`src/rtl/stack_ctrl.sv`:
```
// stack_ctrl: downward-growing hardware stack pointer controller.
// Issues one or two stack memory word accesses per accepted push/pop,
// checks capacity for the whole operation up front, and keeps sticky
// overflow/underflow flags.
//
// Ports:
//   clk          rising-edge clock
//   reset        synchronous, active-low reset
//   op_valid     operation request; push_pop (1 push / 0 pop), op_two (two words)
//   op_ready     request accepted when op_valid && op_ready (combinational)
//   sp_load      load sp from sp_load_val (IDLE only, blocks acceptance)
//   exc_clr      clear sticky overflow/underflow
//   mem_en       stack memory access this cycle (combinational)
//   mem_addr     word address of the access (combinational)
//   mem_word     word index within the operation (combinational)
//   busy         second word of a two-word operation in progress
//   sp           stack pointer, first empty location
//   level        words currently on the stack
//   overflow     sticky rejected-push flag
//   underflow    sticky rejected-pop flag
module stack_ctrl #(
  parameter int unsigned          ADDR_W  = 32,
  parameter logic [ADDR_W-1:0]    SP_INIT = ADDR_W'(32'h000F_FFFF),
  parameter int unsigned          DEPTH   = 1024,
  localparam int unsigned         LVL_W   = $clog2(DEPTH + 1)
) (
  input  logic              clk,
  input  logic              reset,
  input  logic              op_valid,
  input  logic              push_pop,
  input  logic              op_two,
  output logic              op_ready,
  input  logic              sp_load,
  input  logic [ADDR_W-1:0] sp_load_val,
  input  logic              exc_clr,
  output logic              mem_en,
  output logic [ADDR_W-1:0] mem_addr,
  output logic              mem_word,
  output logic              busy,
  output logic [ADDR_W-1:0] sp,
  output logic [LVL_W-1:0]  level,
  output logic              overflow,
  output logic              underflow
);

  typedef enum logic [0:0] {
    IDLE   = 1'b0,
    SECOND = 1'b1
  } stateT;

  stateT             stateQ, stateD;
  logic [ADDR_W-1:0] spQ, spD;
  logic              secondPushQ, secondPushD;
  logic              overflowQ, overflowD;
  logic              underflowQ, underflowD;

  logic [LVL_W:0]    levelExt;
  logic [LVL_W:0]    nWords;
  logic              pushOk, popOk, opOk;

  // Occupancy is derived from sp; truncation handles out-of-range sp loads.
  assign level     = LVL_W'(SP_INIT - spQ);
  assign sp        = spQ;
  assign overflow  = overflowQ;
  assign underflow = underflowQ;

  // Whole-operation capacity check, one bit wider so level + 2 cannot wrap.
  assign levelExt = {1'b0, level};
  assign nWords   = op_two ? (LVL_W+1)'(2) : (LVL_W+1)'(1);
  assign pushOk   = (levelExt + nWords) <= (LVL_W+1)'(DEPTH);
  assign popOk    = levelExt >= nWords;
  assign opOk     = push_pop ? pushOk : popOk;

  // State and datapath registers.
  always_ff @(posedge clk) begin
    if (!reset) begin
      stateQ      <= IDLE;
      spQ         <= SP_INIT;
      secondPushQ <= 1'b0;
      overflowQ   <= 1'b0;
      underflowQ  <= 1'b0;
    end else begin
      stateQ      <= stateD;
      spQ         <= spD;
      secondPushQ <= secondPushD;
      overflowQ   <= overflowD;
      underflowQ  <= underflowD;
    end
  end

  // Next state, sp update, flag update and memory access outputs.
  always_comb begin
    stateD      = stateQ;
    spD         = spQ;
    secondPushD = secondPushQ;
    overflowD   = overflowQ;
    underflowD  = underflowQ;
    op_ready    = 1'b0;
    mem_en      = 1'b0;
    mem_word    = 1'b0;
    busy        = 1'b0;
    mem_addr    = spQ;

    if (exc_clr) begin
      overflowD  = 1'b0;
      underflowD = 1'b0;
    end

    // While reset is low nothing is issued; the registers reload at the edge.
    if (reset) begin
      case (stateQ)
        IDLE: begin
          op_ready = !sp_load;
          if (sp_load) begin
            spD = sp_load_val;
          end else if (op_valid) begin
            if (opOk) begin
              mem_en = 1'b1;
              if (push_pop) begin
                mem_addr = spQ;
                spD      = spQ - ADDR_W'(1);
              end else begin
                mem_addr = spQ + ADDR_W'(1);
                spD      = spQ + ADDR_W'(1);
              end
              if (op_two) begin
                stateD      = SECOND;
                secondPushD = push_pop;
              end
            end else if (push_pop) begin
              overflowD = 1'b1;
            end else begin
              underflowD = 1'b1;
            end
          end
        end
        SECOND: begin
          // Second word uses the sp already moved by the first word.
          mem_en   = 1'b1;
          mem_word = 1'b1;
          busy     = 1'b1;
          stateD   = IDLE;
          if (secondPushQ) begin
            mem_addr = spQ;
            spD      = spQ - ADDR_W'(1);
          end else begin
            mem_addr = spQ + ADDR_W'(1);
            spD      = spQ + ADDR_W'(1);
          end
        end
        default: stateD = IDLE;
      endcase
    end
  end

endmodule

```
`config.mk`:
```
export PLATFORM = sky130hd
export DESIGN_NAME = stack_ctrl
export DESIGN_NICKNAME = d
export VERILOG_FILES = /design/src/rtl/stack_ctrl.sv
export SDC_FILE = /design/constraint.sdc
export NUM_CORES = 1
export LEC_CHECK = 0
export CAP_MARGIN = 20
export CORE_ASPECT_RATIO = 0.9
export CORE_MARGIN = 2
export CORE_UTILIZATION = 51
export CTS_BUF_LIST = sky130_fd_sc_hd__clkbuf_16
export CTS_CLUSTER_DIAMETER = 50
export DETAILED_ROUTE_END_ITERATION = 16
export PLACE_DENSITY = 0.83
export SLEW_MARGIN = 20
export SYNTH_ARGS = -nofsm -noshare
export SYNTH_HDL_FRONTEND = slang
export SYNTH_SLANG_ARGS = --single-unit
export TNS_END_PERCENT = 5
```
`constraint.sdc`:
```
create_clock -name clk -period 6.2 [get_ports clk]
set_input_delay 1.86 -clock clk [delete_from_list [all_inputs] [get_ports clk]]
set_output_delay 1.86 -clock clk [all_outputs]
set_load 0.01 [all_outputs]
```
---- Word-level counts from Yosys, hierarchy flattened ----
Index checks and enable logic that the tools add are counted.
word-level totals
  flip-flop bits (word level) ............. 36
  input port bits ......................... 39
  output and inout port bits .............. 81
  logic and storage cells ................. 59
operators by class
  $add $sub $neg .......................... 4
  magnitude comparators ................... 2
  equality and inequality tests ........... 2
  multiplexer cells ....................... 41
  bitwise logic cells ..................... 2
  reduce and logical (&&, ||, !) cells .... 3
operator list
  kind                                                                      number
  32-bit two-way mux                                                        11
  32-bit case mux with 2 select lines                                       2
  32-bit by 1-bit adder with 32-bit output (second input constant)          1
  32-bit by 1-bit subtractor with 32-bit output (second input constant)     1
  1-bit two-way mux                                                         25
  11-bit by 2-bit adder with 12-bit output                                  1
  12-bit by 11-bit <= comparator with 1-bit output (second input constant)  1
  11-bit by 2-bit >= comparator with 1-bit output                           1
  11-bit subtractor (first input constant)                                  1
  3-bit != test (second input constant)                                     2
  5-bit AND reduction                                                       1
  1-bit case mux with 2 select lines                                        2
  2-bit two-way mux                                                         1
  1-bit inverter                                                            2
  2-bit AND reduction                                                       1
  1-bit zero test                                                           1

---- Longest topological paths before layout ----
  depth after elaboration ................. 9
  depth in mapped cells ................... 13
  depth with buffers taken out ............ 12

---- Worst setup path after synthesis ----
Ideal clock, no wire load.
  kind .................................... input -> output
  start ................................... in op_two
  end ..................................... out mem_addr[1]
  arrival time ............................ 3.941 ns
  required time ........................... 4.340 ns
  path slack .............................. 0.399 ns
  stages on the path ...................... 10
  path buffers ............................ 0
  cells stage by stage .................... inv_1 > ha_1 > inv_1 > fa_1 > nor3b_1 > a21oi_1 > a311o_1 > a31o_2 > a31oi_1 > o31ai_1
on the way
  word-level cells in the longest chain between the ends .. 9
  elaborated cells between the ends (all ways) .. 10
  classes of those cells .................. add/sub (1); order compare (2); mux (7)
ends and longest elaborated chain
  element                                           RTL line  RTL
  from (decl)                                       31        input logic op_two,
  2-bit two-way mux (*)                             69        assign nWords = op_two ? (LVL_W+1)'(2) : (LVL_W+1)'(1);
  11-bit by 2-bit adder with 12-bit output          70        assign pushOk = (levelExt + nWords) <= (LVL_W+1)'(DEPTH);
  12-bit by 11-bit <= comparator with 1-bit output  70
  1-bit two-way mux (*)                             72        assign opOk = push_pop ? pushOk : popOk;
  32-bit two-way mux (*)                            117       if (opOk) begin
  32-bit two-way mux (*)                            116       end else if (op_valid) begin
  32-bit two-way mux (*)                            114       if (sp_load) begin
  32-bit case mux with 2 select lines (*)           111       case (stateQ)
  32-bit two-way mux (*)                            110       if (reset) begin
  to (decl)                                         37        output logic [ADDR_W-1:0] mem_addr,
Every way passes the cells marked *; elsewhere a longest branch is shown, timed or not.

---- Final worst setup path ----
Ends and elaborated chain as after synthesis.

==> summary.md <==
| Metric | Value |
|---|---|
| Status | complete, no violations |
| Hold/Removal Path Class | flip-flop to flip-flop |
| Setup total negative slack | 0 ns |
| Fraction of power consumed by the clock network | a little under a quarter |
| Via count of the first global-routing pass | 5684 |
| Part of the total power dissipated in combinational logic | 46.0% |
| Setup violations, final | 0 |
| Synth area leader | sky130_fd_sc_hd__dfxtp_1 |
| Clock skew | 0.00535 ns |
| Count of pins over their slew limit | 0 |
| Gate family responsible for the most delay along the worst path | compound AO/OA/AOI/OAI gates |
| Remaining antenna violation count | 0 |
| Ant diodes | 0 |
| Xor and xnor fraction of the mapped netlist area | 9.56% |
| Combinational family with the most area after synthesis | simple AND/OR/NAND/NOR gates |
| Fraction of synthesized cell area taken by the top area cell type | 15.4% |
| Largest fanout on the critical path | 4 |
| Number of synthesized flops with an enable pin | 0 |
| Most frequent cell on the critical path | sky130_fd_sc_hd__inv_2 |
| Most frequent cell after synthesis | sky130_fd_sc_hd__nand2_1 |
| Final core area utilization | 69.1% |
| Launch point of the worst reg-to-reg path | sp[0]$_SDFFE_PN1P_ |
| Switching power share of the total | 41.5% |
| Half-perimeter wire length after placement | 12900 µm |
| Synth cell types | 75 |
| Inserted Clock Buffers | 5 |
| Final critical-path required period | 5.99 ns |
| Setup slack of the worst register-to-register path | 2.47 ns |
| Row count | 33 |
| Clock tree from TritonCTS | built |
| Longest individual stage delay on the worst path | 0.45 ns |
| Fmax | 167 MHz |
| Static leakage power | 0.00223 µW |
| Kind of critical path | input pin to primary output |
| Worst EP arrival | 4.13 ns |
| Sequential share of power | between 30% and 40% |
| Capture endpoint of the worst hold path | underflow$_SDFF_PN0_ |
| Logic depth of the worst register-to-register path | 14 |
| Rel. slew slack | 26.0% |
| Mux cell area share after synthesis | around 1.5% |
| Power density over cell area | roughly 170 nW/µm² |
| Max-cap violation count | 0 |
| Total global routing track utilization | between 30% and 40% |
| Critical path endpoint category | primary output |
| Sink Count | 36 |
| Count of buffers from port buffering | 119 |
| Hold_ws | 0.507 ns |
| Later-pin clock latency in the skew report | 0.28 ns |
| Standard cell with the maximum stage delay on the critical path | sky130_fd_sc_hd__or3b_2 |
| Die X | 105 µm |
| Syn_area_per_cell | 6.53 µm² |
| Die Outline Area | 9940 µm² |
| Drt drc | 0 |
| Critical hold path startpoint | underflow$_SDFF_PN0_ |
| P_sw | 443 µW |
| Critical Path Source Type | input pin |
| Clock root buffer | sky130_fd_sc_hd__clkbuf_16 |
| Flop and latch count out of synthesis | 36 |
| DRT iter0 DRCs | 729 |
| Synthesized net count | between 700 and 800 |
| Initial core utilization | 51.9% |
| Bufs and invs on worst path | 5 |
| Flip-flop cell with the highest count after synthesis | sky130_fd_sc_hd__dfxtp_1 |
| Pint | 624 µW |
| Instance count along the most critical hold path | 2 |
| Number of detailed-routing iterations run before antenna repair | 6 |
| Synthesized instance count | 715 |
| Largest buffer count on any clock path | 2 |
| Setup repair after global routing missed its margin | false |
| Total Wirelength | 18800 µm |
| Final cycle utilization of the critical path | 96.6% |
| Detailed-route wire length per cell | 20.1 µm |
| Worst-path cell chain | dlymetal6s2s_1 -> inv_2 -> ha_2 -> inv_2 -> fa_2 -> or3b_2 -> o311ai_1 -> a21oi_1 -> o21bai_1 -> a31o_2 -> a31oi_1 -> buf_4 -> o31ai_2 -> buf_2 |
| Num ports | 120 |
| Netlist Area Pre-Place | 4670 µm² |
| Clock transition at the register clock pins on the worst setup and hold paths after CTS | around 0.060 ns |
| Fin. Hold Viols | 0 |
| Layout net count | 861 |
| Last weighted congestion value of the routability-driven placer | 0.960 |
| Cell types with the highest counts after synthesis | sky130_fd_sc_hd__nand2_1, sky130_fd_sc_hd__nor2_1, sky130_fd_sc_hd__clkbuf_1, sky130_fd_sc_hd__o21ai_0, sky130_fd_sc_hd__a21oi_1 |
| Adder and majority cell fraction of the synthesized area | 2.04% |
| Count of warnings emitted by yosys | 0 |
| Layout Area Growth over Synthesis | 33.2% |
| Routed via count divided by cell count | 6.63 |
| IR drop worst, VDD | 0.000120 V |
| Total global routing overflow | 0 |
| Compound-gate portion of the synthesized area | 29.5% |
| H-tree depth | 2 |
| Seq/Total Area, Yosys | 15.4% |
| Number of antenna violations at the first check in global routing | 0 |
| Share of synthesized cell area in and, or, nand and nor gates | 33.6% |
| Die Y-Extent | 94.8 µm |
| Number of hold buffers added after CTS | 0 |
| Vias after detailed routing | 6214 |
| Worst Max-Slew Pin Slew | between 1 and 1.5 ns |
| Fraction of layout instances using a drive strength above 1 | 11.9% |
| Worst endpoint required time | 4.34 ns |
| Fin area | ~6200 µm² |
| Capturing point of the worst reg2reg path | sp[10]$_SDFFE_PN1P_ |
| Cell area after placement | between 6000 and 7000 µm² |
| Core Region | 9000 µm² |
| Top cells by area in the synthesized netlist | sky130_fd_sc_hd__dfxtp_1, sky130_fd_sc_hd__nand2_1, sky130_fd_sc_hd__xnor2_1, sky130_fd_sc_hd__nor2_1, sky130_fd_sc_hd__o21ai_0 |
| Largest net degree at the start of global routing | 47 |
| Share of synthesized registers carrying an async set or reset | 0% |
| Global-route wire length before repair | between 20000 and 30000 µm |
cells by family after synthesis:
group                      count (synthesis)
DFF                                       36
adders and majority gates                  7
muxes                                      7
and+or+nand+nor                          309
buffers and inverters                     95
xor gates and xnor gates                  51
AOI/OAI and AO/OA                        210
power by group through the flow:
stage	registers, µW	logic (µW)	clock network (µW)
2_1_floorplan	286	304	0
3_3_place_gp	325	468	0
3_5_place_dp	327	480	0
4_1_cts	322	476	253
5_1_grt	331	524	261
6_report	326	490	251
tightest hold or removal path: stages (launching register included):
cell                      delay, ns
sky130_fd_sc_hd__dfxtp_1       0.34
sky130_fd_sc_hd__a21oi_1       0.06
sky130_fd_sc_hd__nor2_1        0.07
cell type report:
| type | count | area (µm²) |
|---|---|---|
| clock inverter | 2 | 8.76 |
| timing repair buffer | 165 | 1510 |
| inverter | 23 | 86.3 |
| sequential | 36 | 721 |
| tap | 122 | 153 |
| fill | 817 | 2780 |
| multi-input combinational | 584 | 3610 |
| clock buffer | 5 | 125 |
per-stage QoR:
stage | worst slack, ns | total power (µW) | cells
4_1_cts | -0.241 | 1050 | 937
3_3_place_gp | -0.559 | 793 | 923
3_5_place_dp | -0.653 | 806 | 923
6_report | 0.212 | 1070 | 937
2_1_floorplan | 0.399 | 590 | 715
5_1_grt | 0.0999 | 1120 | 937
flip-flops by register name (all words and copies together) (netlist names):
register	cells
sp	32
secondPushQ	1
overflow	1
stateQ	1
underflow	1
layout by cell type (no fill, tap or decap), drive strengths merged, types with 7 or more instances in the layout:
cell type and instances:
dlygate4sd2 18, buf 50, a31oi 12, o22ai 13, nor4 14, clkdlybuf4s50 85
clkdlybuf4s15 11, xnor2 32, o211ai 13, o21ai 59, a21oi 44, nand4 16
and3 8, nor3 33, inv 21, mux2i 7, dfxtp 36, and2 9
nand3 38, xor2 19, nand2 83, nor2 66
worst max path at each step:
| stage | from | cells past startpoint | to |
|---|---|---|---|
| floorplan | op_two | 10 | mem_addr[1] |
| global placement | op_two | 14 | mem_addr[1] |
| detailed placement | op_two | 12 | mem_addr[1] |
| CTS | op_two | 14 | mem_addr[1] |
| global route | op_two | 14 | mem_addr[1] |
| finish | op_two | 14 | mem_addr[1] |
what timing repair did:
item,CTS,global route
endpoints found under the hold margin,0,0
pin swaps,5,3
setup buffers,5,0
gates cloned,2,0
gates resized for setup,78,6
endpoints found under the setup margin,33,32
layer usage:
layer | up-vias | wire length [µm] | GRT usage [%]
met5 | - | 0 | 0
met4 | 0 | 673 | 14.6
met3 | 78 | 2690 | 8.49
met2 | 510 | 8090 | 57.3
met1 | 2809 | 7360 | 48.7
li1 | 2817 | - | -
(Power assumes the default switching activity.)
